**config.mk**
```make
export PLATFORM = sky130hd
export DESIGN_NAME = dm_arbiter
export DESIGN_NICKNAME = d
export VERILOG_FILES = /design/src/rtl/dm_arbiter.sv
export SDC_FILE = /design/constraint.sdc
export NUM_CORES = 1
export LEC_CHECK = 0
export CORE_AREA = 2 2 117 119
export CTS_CLUSTER_SIZE = 20
export DETAILED_ROUTE_END_ITERATION = 8
export DIE_AREA = 0 0 119 121
export HOLD_SLACK_MARGIN = 0.08
export PLACE_DENSITY = 0.85
export SLEW_MARGIN = 20
export SYNTH_ARGS = -nofsm -noshare
export SYNTH_HDL_FRONTEND = slang
export SYNTH_SLANG_ARGS = --single-unit
```
**constraint.sdc**
```tcl
create_clock -name clk -period 2.6 [get_ports clk]
set_input_delay 0.39 -clock clk [delete_from_list [all_inputs] [get_ports clk]]
set_output_delay 0.39 -clock clk [all_outputs]
set_load 0.005 [all_outputs]
```
**src/rtl/dm_arbiter.sv**
```systemverilog
// Two-port round-robin arbiter/sequencer for the data memory: one access per
// IDLE -> ACCESS -> RESP pass, fixed 2-cycle grant-to-done latency.
module dm_arbiter #(
  parameter int MEM_BYTES = 128
) (
  input  logic        clk,
  input  logic        rst_n,
  input  logic        m0_req,
  input  logic        m0_we,
  input  logic [31:0] m0_addr,
  input  logic [31:0] m0_wdata,
  output logic        m0_gnt,
  output logic        m0_done,
  output logic [31:0] m0_rdata,
  output logic        m0_err,
  input  logic        m1_req,
  input  logic        m1_we,
  input  logic [31:0] m1_addr,
  input  logic [31:0] m1_wdata,
  output logic        m1_gnt,
  output logic        m1_done,
  output logic [31:0] m1_rdata,
  output logic        m1_err,
  output logic [31:0] dm_addr,
  output logic [31:0] dm_wdata,
  output logic        dm_w,
  output logic        dm_r,
  input  logic [31:0] dm_rdata,
  output logic [1:0]  dbg_state
);

  localparam logic [1:0]  ST_IDLE   = 2'd0;
  localparam logic [1:0]  ST_ACCESS = 2'd1;
  localparam logic [1:0]  ST_RESP   = 2'd2;
  localparam logic [31:0] ADDR_MAX  = 32'(MEM_BYTES - 4);

  logic [1:0]  state;
  logic        last_ptr;
  logic        lat_we;
  logic        lat_err;
  logic        lat_owner;
  logic [31:0] lat_addr;
  logic [31:0] lat_wdata;
  logic [31:0] rdata_q;

  logic        idle, access, resp;
  logic        any_req, pick1;
  logic        sel_we, sel_err;
  logic [31:0] sel_addr, sel_wdata;

  assign idle   = (state == ST_IDLE);
  assign access = (state == ST_ACCESS);
  assign resp   = (state == ST_RESP);

  // Handshake: req is a level held by the master; the request is taken in the
  // IDLE cycle where gnt=1, and a req still high in a later IDLE is a new one.
  always_comb begin
    any_req   = m0_req | m1_req;
    pick1     = (m0_req & m1_req) ? ~last_ptr : m1_req;
    sel_we    = pick1 ? m1_we    : m0_we;
    sel_addr  = pick1 ? m1_addr  : m0_addr;
    sel_wdata = pick1 ? m1_wdata : m0_wdata;
    sel_err   = (sel_addr[1:0] != 2'b00) || (sel_addr > ADDR_MAX);
  end

  assign m0_gnt = rst_n & idle & any_req & ~pick1;
  assign m1_gnt = rst_n & idle & any_req &  pick1;

  always_ff @(posedge clk or negedge rst_n) begin
    if (!rst_n) begin
      state     <= ST_IDLE;
      last_ptr  <= 1'b1;
      lat_we    <= 1'b0;
      lat_err   <= 1'b0;
      lat_owner <= 1'b0;
      lat_addr  <= '0;
      lat_wdata <= '0;
      rdata_q   <= '0;
    end else begin
      case (state)
        ST_IDLE: begin
          if (any_req) begin
            lat_we    <= sel_we;
            lat_err   <= sel_err;
            lat_owner <= pick1;
            lat_addr  <= sel_addr;
            lat_wdata <= sel_wdata;
            state     <= ST_ACCESS;
          end
        end
        ST_ACCESS: begin
          rdata_q <= (!lat_we && !lat_err) ? dm_rdata : '0;
          state   <= ST_RESP;
        end
        ST_RESP: begin
          last_ptr <= lat_owner;
          state    <= ST_IDLE;
        end
        default: state <= ST_IDLE;
      endcase
    end
  end

  // Strobes derive only from state, so an async reset drops them at once.
  assign dm_addr  = access ? lat_addr  : '0;
  assign dm_wdata = access ? lat_wdata : '0;
  assign dm_w     = access &  lat_we & ~lat_err;
  assign dm_r     = access & ~lat_we & ~lat_err;

  assign m0_done  = resp & ~lat_owner;
  assign m1_done  = resp &  lat_owner;
  assign m0_rdata = m0_done ? rdata_q : '0;
  assign m1_rdata = m1_done ? rdata_q : '0;
  assign m0_err   = m0_done & lat_err;
  assign m1_err   = m1_done & lat_err;

  assign dbg_state = state;

endmodule

```
# Word level (Yosys, flattened, before mapping)
# Cells that the tools add are included.
# totals
in_bits	166
out_inout_bits	138
word_cells	49
regBits	102
# op_classes
n_lt_le_gt_ge	1
bitwise	19
n_mux	11
n_reduce_logical	7
eq_ne	3
# ops
cell	count
32-bit 2-to-1 mux	7
32-bit by 7-bit > comparator with 1-bit output, second input constant	1
1-bit bitwise AND	13
1-bit NOT	5
2-bit case mux with 2 select lines	1
2-bit by 1-bit == test with 1-bit output, second input constant	1
2-bit == test, second input constant	1
1-bit logical NOT	2
2-bit logical NOT	1
1-bit 2-to-1 mux	2
2-bit 2-to-1 mux	1
2-bit by 1-bit inequality test with 1-bit output, second input constant	1
2-bit AND reduction	1
2-bit nonzero test	1
1-bit logical AND	1
1-bit logical OR	1
1-bit bitwise OR	1

# Longest topological paths before layout
# Gate-level depths: netlist (run 1).
# depth
word_depth	5
mapped_depth	6
mapped_depth_nobuf	5

# Worst setup path before layout (run 1)
# Ideal clock, no wire load.
# synth_timing
path_type	reg2out
startpoint	register state[1] (netlist: dbg_state[1])
endpoint	output dm_addr[10]
path_buffers	3
required_ps	2210
stages_incl_launch_ff	7
path_slack_ps	1045
arrival_ps	1165
cell_sequence	dfrtp_1 -> nand2b_1 -> buf_2 -> inv_2 -> buf_2 -> buf_2 -> and2_1
# synth_via
elab_chain_cells	2
# synth_lines
element	line_no	text
start, declared	37	logic [1:0] state;
start signal, assigned	71	state <= ST_IDLE;
start signal, assigned	88	state <= ST_ACCESS;
start signal, assigned	93	state <= ST_RESP;
2-bit by 1-bit == test with 1-bit output	52	assign access = (state == ST_ACCESS);
32-bit 2-to-1 mux	105	assign dm_addr = access ? lat_addr : '0;
end, declared	24	output logic [31:0] dm_addr,
# No other way between the ends.

# Worst setup path after layout (run 1)
# layout_timing
startpoint	register state[0] (netlist: dbg_state[0])
endpoint	output m1_rdata[6]
# layout_via
elab_chain_cells	3
# layout_lines
element	line_no	text
2-bit == test	53	assign resp = (state == ST_RESP);
1-bit bitwise AND	111	assign m1_done = resp & lat_owner;
32-bit 2-to-1 mux	113	assign m1_rdata = m1_done ? rdata_q : '0;
end, declared	22	output logic [31:0] m1_rdata,
# No other way between the ends.

==> reports/results.tsv, run 1 <==
metric	value	unit
syn_avg_cell_area	9.94	sq um
synthDistinctLibCells	27	
drive_gt1_frac	0.0422	
min_path_type	input pin to asynchronous set/reset pin	
power.density	825	mW/mm^2
max_freq	0.404	GHz
grt_pass1_vias	5111	
portBuffers	303	
yosys-mux-area-fraction	0.121	
start_util	0.410	
cp-start-kind	flop	
layout_common_cells	clkdlybuf4s50_1, and2_1, dfrtp_1	
wirelength	16800	um
grt_pass1_wl	26500	um
cts_resized	0	
worst_slew_pin_slew	0.798	ns
ioPinCount	304	
maxSlewViolCount	0	
rows	42	
yosys.area_share.simple	0.232	
synth-seq-area-share	0.476	
worst_slew_margin_rel	0.468	
clkTransAtPathRegs	0.07	ns
gp_congestion	0.870	
dp_cells	990	
via_per_inst	5.00	
post_drt_wl_per_cell	16.7	um
vdd_drop_max	0.559	mV
grt.total_usage	0.235	
rr_worst_depth	4	
ys_seq_elements	102	
timing.final.crit_share	0.951	
cts_tree	done	
drt-initial-drc-count	272	
synth-compound-area-share	0.121	
final_common_cell	clkdlybuf4s50_1	
dpl.hpwl	13000	um
root_buffer	clkbuf_16	
cp_top_family	buffers and inverters	
tns	0	ns
firstDrtPassIters	4	
core-area	0.0131	sq mm
synthAdderAreaFrac	0	
hold_buffers	0	
die_h	121	um
via_count	5032	
yosys_warnings	0	
critPathKind	flop to output pin	
drc	0	
min_period	2.47	ns
slowest_stage	clkdlybuf4s50_1	
cts_max_level	3	
clkSinkCount	102	
cap_viol_max_count	0	
fp.dieArea	0.0144	sq mm
grt_max_degree	133	
rsz0062_at_grt	false	
postCtsSetupBuffers	0	
critPathRequiredTime	2.21	ns
crit_chain	nand2b_1 -> nor2_2 -> buf_4 -> and2_1 -> clkdlybuf4s50_1	
synth_xor_area_frac	0	
finalNonFillerCells	1007	
crit_path_end_kind	output pin	
antenna_found_initial	1	
slowest_delay	0.63	ns
grt_overflow_total	0	
cts_buffer_depth	2	
cp.depth	5	
cp_data_arrival_time	2.08	ns
synthesis.instances	540	
crit_buf_inv	2	
syn-cell-area	0.00537	sq mm
finalInstanceArea	0.00881	sq mm
die_w	119	um
hold_viol_final	0	
place_area	0.00848	sq mm
area_growth	64.0	%
syn_nets	706	
ant_nets	0	
nets	991	
insertion_delay	0.35	ns
cts_buffers	9	
synth_top_family_by_area	simple AND/OR/NAND/NOR gates	
crit_path_max_fanout	22	
leakage	0.00377	uW
status	finished, final reports clean	
skew	0.00705	ns
setup_viol	0	
==> synth_stat cells <==
cell      instances  area (sq um)
buf_6            11           124
nor3_4            1          16.3
nor2_2            2          12.5
inv_1             2          7.51
nand4_1           3          18.8
o22ai_1           1          6.26
o21ai_2           1          8.76
nand2b_1          2          12.5
buf_2            17          85.1
mux2i_1          65           651
and2_1          130           813
dfstp_2           1          26.3
a21o_1            1          7.51
and3_1            1          6.26
inv_2             1          3.75
o21ai_0          58           290
nor3b_1           1          7.51
a22o_1           32           280
nor3_1            2          10.0
nor4_1           12          75.1
nor2_1            2          7.51
o21ai_1           9          45.0
nand2_1          68           255
a21boi_2          1          11.3
clkbuf_1         14          52.6
nand4b_1          1          8.76
dfrtp_1         101          2530
==> stage by stage <==
step	utilization	setup slack (ns)	hold slack (ns)	total power [uW]
2_1_floorplan	-	1.05	0.0944	4280
3_3_place_gp	0.648	0.345	0.452	5730
3_5_place_dp	0.648	0.191	0.463	5880
4_1_cts	0.673	0.113	0.200	7350
5_1_grt	0.673	0.0215	0.239	7820
6_report	0.673	0.127	0.184	7270
==> worst paths after layout <==
kind	slack [ns]	startpoint	endpoint
min	0.18	rst_n	lat_wdata[5]
max in group asynchronous	1.31	rst_n	rdata_q[21]
max	0.13	dbg_state[0]	m1_rdata[6]
min in group clk	0.47	lat_addr[21]	lat_addr[21]
min reg2reg	0.47	lat_addr[21]	lat_addr[21]
max reg2reg	0.96	dbg_state[0]	lat_addr[0]
==> report_power, final <==
group | switching (uW) | internal [uW]
registers | 351 | 2250
logic | 1540 | 1690
clock network | 570 | 867
total | 2460 | 4810
==> final cells by class <==
class,instances,area [sq um]
multi-input cells,393,2560
flip-flops and latches,102,2550
diodes,1,2.50
inverters,3,11.3
fillers,1003,4280
clock buffers,12,246
clock inverters,4,70.1
repair buffers,316,3140
well taps,176,220
==> cells by family (layout without fill, tap and decap cells) <==
logic type	Yosys count	after routing
flops	102	102
compound gates	103	103
mux	65	65
other cells	0	1
buf+inv	45	335
simple gates	225	225
==> sequential cells by signal (all words and copies together) (netlist names) <==
name,count
rdata_q,32
dbg_state,2
lat_owner,1
lat_wdata,32
lat_addr,32
last_ptr,1
lat_we,1
lat_err,1
==> per-layer routing <==
layer	up-vias	GRT usage	routed length, um
li1	2405	-	-
met1	2379	0.270	6570
met2	210	0.415	8620
met3	38	0.0555	1080
met4	0	0.109	558
met5	-	0	0
==> worst register-to-register path, delay by kind of cell (launching register included) <==
family | cells | cell delay [ns]
buffers and inverters | 1 | 0.58
AOI/OAI and AO/OA | 2 | 0.41
DFF | 1 | 0.38
and+or+nand+nor | 1 | 0.11
Note: power is estimated with default switching activity, not from simulation.
==> run 2: changes to the inputs <==
--- a/config.mk
+++ b/config.mk
@@ -5,12 +5,14 @@
 export SDC_FILE = /design/constraint.sdc
 export NUM_CORES = 1
 export LEC_CHECK = 0
-export CORE_AREA = 2 2 117 119
+export CORE_AREA = 2 2 119 121
+export CTS_BUF_LIST = sky130_fd_sc_hd__clkbuf_8
+export CTS_CLUSTER_DIAMETER = 150
 export CTS_CLUSTER_SIZE = 20
 export DETAILED_ROUTE_END_ITERATION = 8
-export DIE_AREA = 0 0 119 121
+export DIE_AREA = 0 0 121 123
 export HOLD_SLACK_MARGIN = 0.08
-export PLACE_DENSITY = 0.85
+export PLACE_DENSITY = 0.83
 export SLEW_MARGIN = 20
 export SYNTH_ARGS = -nofsm -noshare
 export SYNTH_HDL_FRONTEND = slang
==> reports/results.tsv, run 2 (same netlist as run 1, synthesis figures left out) <==
metric	value	unit	change
status	finished, final reports clean		unchanged
timing.reg2reg.setup_slack	0.87	ns	was 0.96 ns
worst_slew_pin_slew	0.690	ns	was 0.798 ns
clkSinkCount	102		unchanged
cts_resized	0		unchanged
worst_slew_margin_rel	0.540		was 0.468
rr_worst_depth	5		was 4
drive_gt1_frac	0.0411		was 0.0422
crit_start	dbg_state[0]		unchanged
final_util	0.641		was 0.673
insertedDiodeCount	0		was 1
clkTransAtPathRegs	0.10	ns	was 0.07 ns
via_count	4987		was 5032
setup_viol	0		unchanged
internal_power	4500	uW	was 4810 uW
cp-endpoint	m1_rdata[6]		unchanged
hold_viol_final	0		unchanged
grt_overflow_total	0		unchanged
tns	0	ns	unchanged
finalNonFillerCells	1007		unchanged
pwr-share-comb	0.468		was 0.445
root_buffer	clkbuf_8		was clkbuf_16
leakage	0.00372	uW	was 0.00377 uW
nets	988		was 991
dp_cells	991		was 990
r2r-start	dbg_state[1]		was dbg_state[0]
max_freq	0.403	GHz	was 0.404 GHz
min_period	2.48	ns	was 2.47 ns
final_common_cell	clkdlybuf4s50_1		unchanged
busiest_layer	met2		unchanged
rows	43		was 42
grt_max_degree	133		unchanged
whs	0.158	ns	was 0.184 ns
met3_usage	0.0443		was 0.0555
power_switching_share	0.350		was 0.338
core-area	0.0136	sq mm	was 0.0131 sq mm
antenna_found_initial	0		was 1
die_h	123	um	was 121 um
fp.dieArea	0.0149	sq mm	was 0.0144 sq mm
grt_pass1_wl	25400	um	was 26500 um
timing.final.crit_share	0.954		was 0.951
portBuffers	303		unchanged
cp_data_arrival_time	2.09	ns	was 2.08 ns
drc	0		unchanged
skew	0.0106	ns	was 0.00705 ns
vdd_drop_max	0.476	mV	was 0.559 mV
area_growth	62.4	%	was 64.0%
critPathKind	flop to output pin		unchanged
min_path_type	input pin to asynchronous set/reset pin		unchanged
critPathRequiredTime	2.21	ns	about the same
power.density	793	mW/mm^2	was 825 mW/mm^2
cap_viol_max_count	0		unchanged
cts_buffer_depth	2		unchanged
seqPwrFrac	0.377		was 0.357
grt_pass1_vias	5083		was 5111
crit_path_max_fanout	34		was 22
p_clk_frac	0.156		was 0.198
drt-initial-drc-count	191		was 272
cts_buffers	9		unchanged
gp_congestion	0.836		was 0.870
cp-start-kind	flop		unchanged
layout_common_cells	clkdlybuf4s50_1, and2_1, dfrtp_1		unchanged
use_met1	0.255		was 0.270
post_drt_wl_per_cell	16.3	um	was 16.7 um
use_met2	0.387		was 0.415
cts_tree	done		unchanged
reg_top3	lat_addr (32), lat_wdata (32), rdata_q (32)		unchanged
maxSlewViolCount	0		unchanged
cts_max_level	3		unchanged
via_per_inst	4.95		was 5.00
die_w	121	um	was 119 um
postCtsSetupBuffers	0		unchanged
dpl.hpwl	12800	um	was 13000 um
start_util	0.395		was 0.410
hold_buffers	0		unchanged
firstDrtPassIters	5		was 4
insertion_delay	0.37	ns	was 0.35 ns
p_switching	2420	uW	was 2460 uW
ioPinCount	304		unchanged
grt.total_usage	0.219		was 0.235
fill_cells	1106		was 1003
crit_path_end_kind	output pin		unchanged
ant_nets	0		unchanged
rsz0062_at_grt	false		unchanged
wirelength	16400	um	was 16800 um
reg2reg_to	rdata_q[20]		was lat_addr[0]
==> run 2: changes by cell type in the layout (fill, tap and decap cells not counted) <==
cell	change
buf_12	+2
buf_4	-5
bufinv_16	-1
clkbuf_1	-2
clkbuf_16	-9
clkbuf_8	+12
clkinv_4	+1
diode_2	-1
inv_2	-1
==> run 2: metrics by stage <==
step | total power [uW] | setup slack, ns | cell area [sq um]
final | 6920 | 0.120 | 8720
after global routing | 7460 | 0.00308 | 8720
after CTS | 7000 | 0.0343 | 8710
after detailed placement | 5900 | 0.322 | 8490
after global placement | 5780 | 0.374 | 8490
after floorplan | 4280 | 1.05 | 5370
==> run 2: power by group through the flow <==
stage / clock network [uW] / logic [uW] / registers [uW]
global placement: 0 / 3180 / 2600
detailed placement: 0 / 3270 / 2640
CTS: 1110 / 3280 / 2610
finish: 1080 / 3240 / 2610
floorplan: 0 / 1780 / 2500
global route: 1180 / 3600 / 2690
==> run 2: worst min path at each step <==
stage	depth (start not counted)	start	slack [ns]	to
after global routing	2	rst_n	0.20	dbg_state[1]
after detailed placement	2	lat_addr[3]	0.46	lat_addr[3]
after CTS	2	rst_n	0.16	dbg_state[1]
final	2	rst_n	0.16	dbg_state[1]
after floorplan	0	rst_n	0.09	dbg_state[0]
after global placement	2	lat_wdata[17]	0.45	lat_wdata[17]
==> run 2: per-layer routing <==
metal  share of wire  wire [um]
met3           0.060        990
met4           0.035        581
met2            0.51       8360
met5               0          0
met1            0.39       6450
==> run 2: final cells by class <==
cell class / instances / area, sq um / area share
Clock buffer: 13 / 179 / 0.0205
Clock inverter: 3 / 40.0 / 0.00459
Inverter: 3 / 16.3 / 0.00187
Multi-Input combinational cell: 393 / 2560 / 0.293
Sequential cell: 102 / 2550 / 0.293
Tap cell: 180 / 225 / 0.0258
Timing Repair Buffer: 313 / 3150 / 0.361
==> run 2: critical path, cell delays in order (launching register included) <==
cell             delay [ns]
dfrtp_1                0.43
nand2b_1               0.22
nor2_2                 0.14
buf_6                  0.23
and2_1                 0.19
clkdlybuf4s50_1        0.51
==> run 3: changes to the inputs <==
--- a/config.mk
+++ b/config.mk
@@ -5,14 +5,14 @@
 export SDC_FILE = /design/constraint.sdc
 export NUM_CORES = 1
 export LEC_CHECK = 0
-export CORE_AREA = 2 2 119 121
+export CORE_AREA = 5 5 134 136
 export CTS_BUF_LIST = sky130_fd_sc_hd__clkbuf_8
 export CTS_CLUSTER_DIAMETER = 150
 export CTS_CLUSTER_SIZE = 20
 export DETAILED_ROUTE_END_ITERATION = 8
-export DIE_AREA = 0 0 121 123
+export DIE_AREA = 0 0 139 141
 export HOLD_SLACK_MARGIN = 0.08
-export PLACE_DENSITY = 0.83
+export PLACE_DENSITY = 0.72
 export SLEW_MARGIN = 20
 export SYNTH_ARGS = -nofsm -noshare
 export SYNTH_HDL_FRONTEND = slang
==> reports/results.tsv, run 3 (same netlist as run 1, synthesis figures left out) <==
metric	value	unit	change
setup_viol	0		unchanged
p_switching	2410	uW	was 2420 uW
vdd_drop_max	0.527	mV	was 0.476 mV
worst_slew_margin_rel	0.533		was 0.540
status	finished, final reports clean		unchanged
rsz0062_at_grt	false		unchanged
grt_pass1_wl	26500	um	was 25400 um
ioPinCount	304		unchanged
cap_viol_max_count	0		unchanged
hold_viol_final	0		unchanged
drive_gt1_frac	0.0422		was 0.0411
core-area	0.0168	sq mm	was 0.0136 sq mm
critPathRequiredTime	2.21	ns	about the same
dpl.hpwl	13200	um	was 12800 um
cp_data_arrival_time	2.06	ns	was 2.09 ns
leakage	0.00373	uW	was 0.00372 uW
timing.reg2reg.setup_slack	0.86	ns	was 0.87 ns
min_path_type	input pin to asynchronous set/reset pin		unchanged
start_util	0.319		was 0.395
slowest_stage	clkdlybuf4s50_1		unchanged
via_per_inst	4.55		was 4.95
max_freq	0.408	GHz	was 0.403 GHz
maxSlewViolCount	0		unchanged
antenna_found_initial	1		was 0
wirelength	17200	um	was 16400 um
final_common_cell	clkdlybuf4s50_1		unchanged
crit_path_end_kind	output pin		unchanged
cts_max_level	3		unchanged
firstDrtPassIters	6		was 5
cts_tree	done		unchanged
dp_slack	0.313	ns	was 0.322 ns
gp_congestion	0.837		was 0.836
r2r-start	dbg_state[1]		unchanged
power.density	787	mW/mm^2	was 793 mW/mm^2
seqPwrFrac	0.372		was 0.377
die_h	141	um	was 123 um
nets	990		was 988
grt_max_degree	133		unchanged
seq_area	0.00255	sq mm	unchanged
clkTransAtPathRegs	0.10	ns	about the same
post_drt_wl_per_cell	16.3	um	about the same
root_buffer	clkbuf_8		unchanged
worst_slew_pin_slew	0.694	ns	was 0.690 ns
drc	0		unchanged
clkSinkCount	102		unchanged
ant_nets	0		unchanged
power_switching_share	0.349		was 0.350
rows	48		was 43
skew	0.0117	ns	was 0.0106 ns
timing.final.crit_share	0.942		was 0.954
final.setup.worst_slack	0.150	ns	was 0.120 ns
rr_worst_depth	5		unchanged
cts_buffers	9		unchanged
internal_power	4500	uW	about the same
multi_input_area	0.00256	sq mm	unchanged
crit_chain	nand2b_1 -> nor2_2 -> buf_4 -> and2_1 -> clkdlybuf4s50_1		was nand2b_1 -> nor2_2 -> buf_6 -> and2_1 -> clkdlybuf4s50_1
fp.dieArea	0.0196	sq mm	was 0.0149 sq mm
critPathKind	flop to output pin		unchanged
via_count	4804		was 4987
insertion_delay	0.35	ns	was 0.37 ns
pwr-share-comb	0.469		was 0.468
grt_overflow_total	0		unchanged
layout_common_cells	clkdlybuf4s50_1, and2_1, dfrtp_1		unchanged
die_w	139	um	was 121 um
reg2reg_to	rdata_q[21]		was rdata_q[20]
tns	0	ns	unchanged
crit_path_max_fanout	35		was 34
fill_cells	1589		was 1106
slowest_delay	0.50	ns	was 0.51 ns
min_period	2.45	ns	was 2.48 ns
cp-start-kind	flop		unchanged
portBuffers	303		unchanged
drt-initial-drc-count	183		was 191
grt_pass1_vias	4755		was 5083
area_growth	63.5	%	was 62.4%
p_clk_frac	0.159		was 0.156
grt.total_usage	0.168		was 0.219
cts_buffer_depth	2		unchanged
reg_top3	lat_addr (32), lat_wdata (32), rdata_q (32)		unchanged
[run 3: power groups by stage]
| stage | sequential [uW] | combinational [uW] | clock (uW) |
|---|---|---|---|
| 3_5_place_dp | 2620 | 3300 | 0 |
| 3_3_place_gp | 2590 | 3270 | 0 |
| 4_1_cts | 2580 | 3320 | 1140 |
| 6_report | 2570 | 3240 | 1100 |
| 5_1_grt | 2670 | 3610 | 1200 |
| 2_1_floorplan | 2500 | 1780 | 0 |
[run 3: timing repair]
item / CTS / global route
gates resized for setup: 0 / 1
endpoints found under the setup margin: 0 / 1
hold buffers: 1 / 0
setup buffers: 0 / 0
endpoints found under the hold margin: 10 / 0
[run 3: worst max-delay path, delay by kind of cell, from the launching register on]
kind	cells	cell delay (ns)
buf+inv	2	0.78
simple gates	3	0.49
flops	1	0.42
[run 3: worst max-delay path by stage]
stage	startpoint	depth (start not counted)	to	slack, ns
floorplan	dbg_state[1]	6	dm_addr[10]	1.05
global placement	m0_req	6	m0_gnt	0.31
detailed placement	m0_req	6	m0_gnt	0.31
CTS	dbg_state[1]	5	dm_wdata[22]	0.05
global route	dbg_state[0]	5	m0_rdata[22]	0.03
finish	dbg_state[0]	5	m1_rdata[4]	0.15
[run 3: final cells by class]
type,count,area share
Clock buffer,13,0.0204
Inverter,3,0.00128
Multi-Input combinational cell,393,0.291
Tap cell,225,0.0321
Timing Repair Buffer,315,0.359
Antenna cell,1,0.000285
Sequential cell,102,0.291
Clock inverter,3,0.00456
[run 3: per-stage QoR]
step | power, uW | instance area, sq um | hold WS, ns | utilization | cells
floorplan | 4280 | 5370 | 0.0944 | - | 540
global placement | 5860 | 8540 | 0.269 | 0.508 | 1037
detailed placement | 5920 | 8540 | 0.272 | 0.508 | 1037
CTS | 7030 | 8770 | 0.440 | 0.522 | 1054
global route | 7480 | 8780 | 0.459 | 0.522 | 1055
finish | 6910 | 8780 | 0.464 | 0.522 | 1055
[run 3: layer usage]
layer	GRT usage	share of wire	up-vias
li1	-	-	2410
met1	0.209	0.40	2196
met2	0.293	0.50	180
met3	0.0360	0.075	18
met4	0.0536	0.018	0
met5	0	0	-
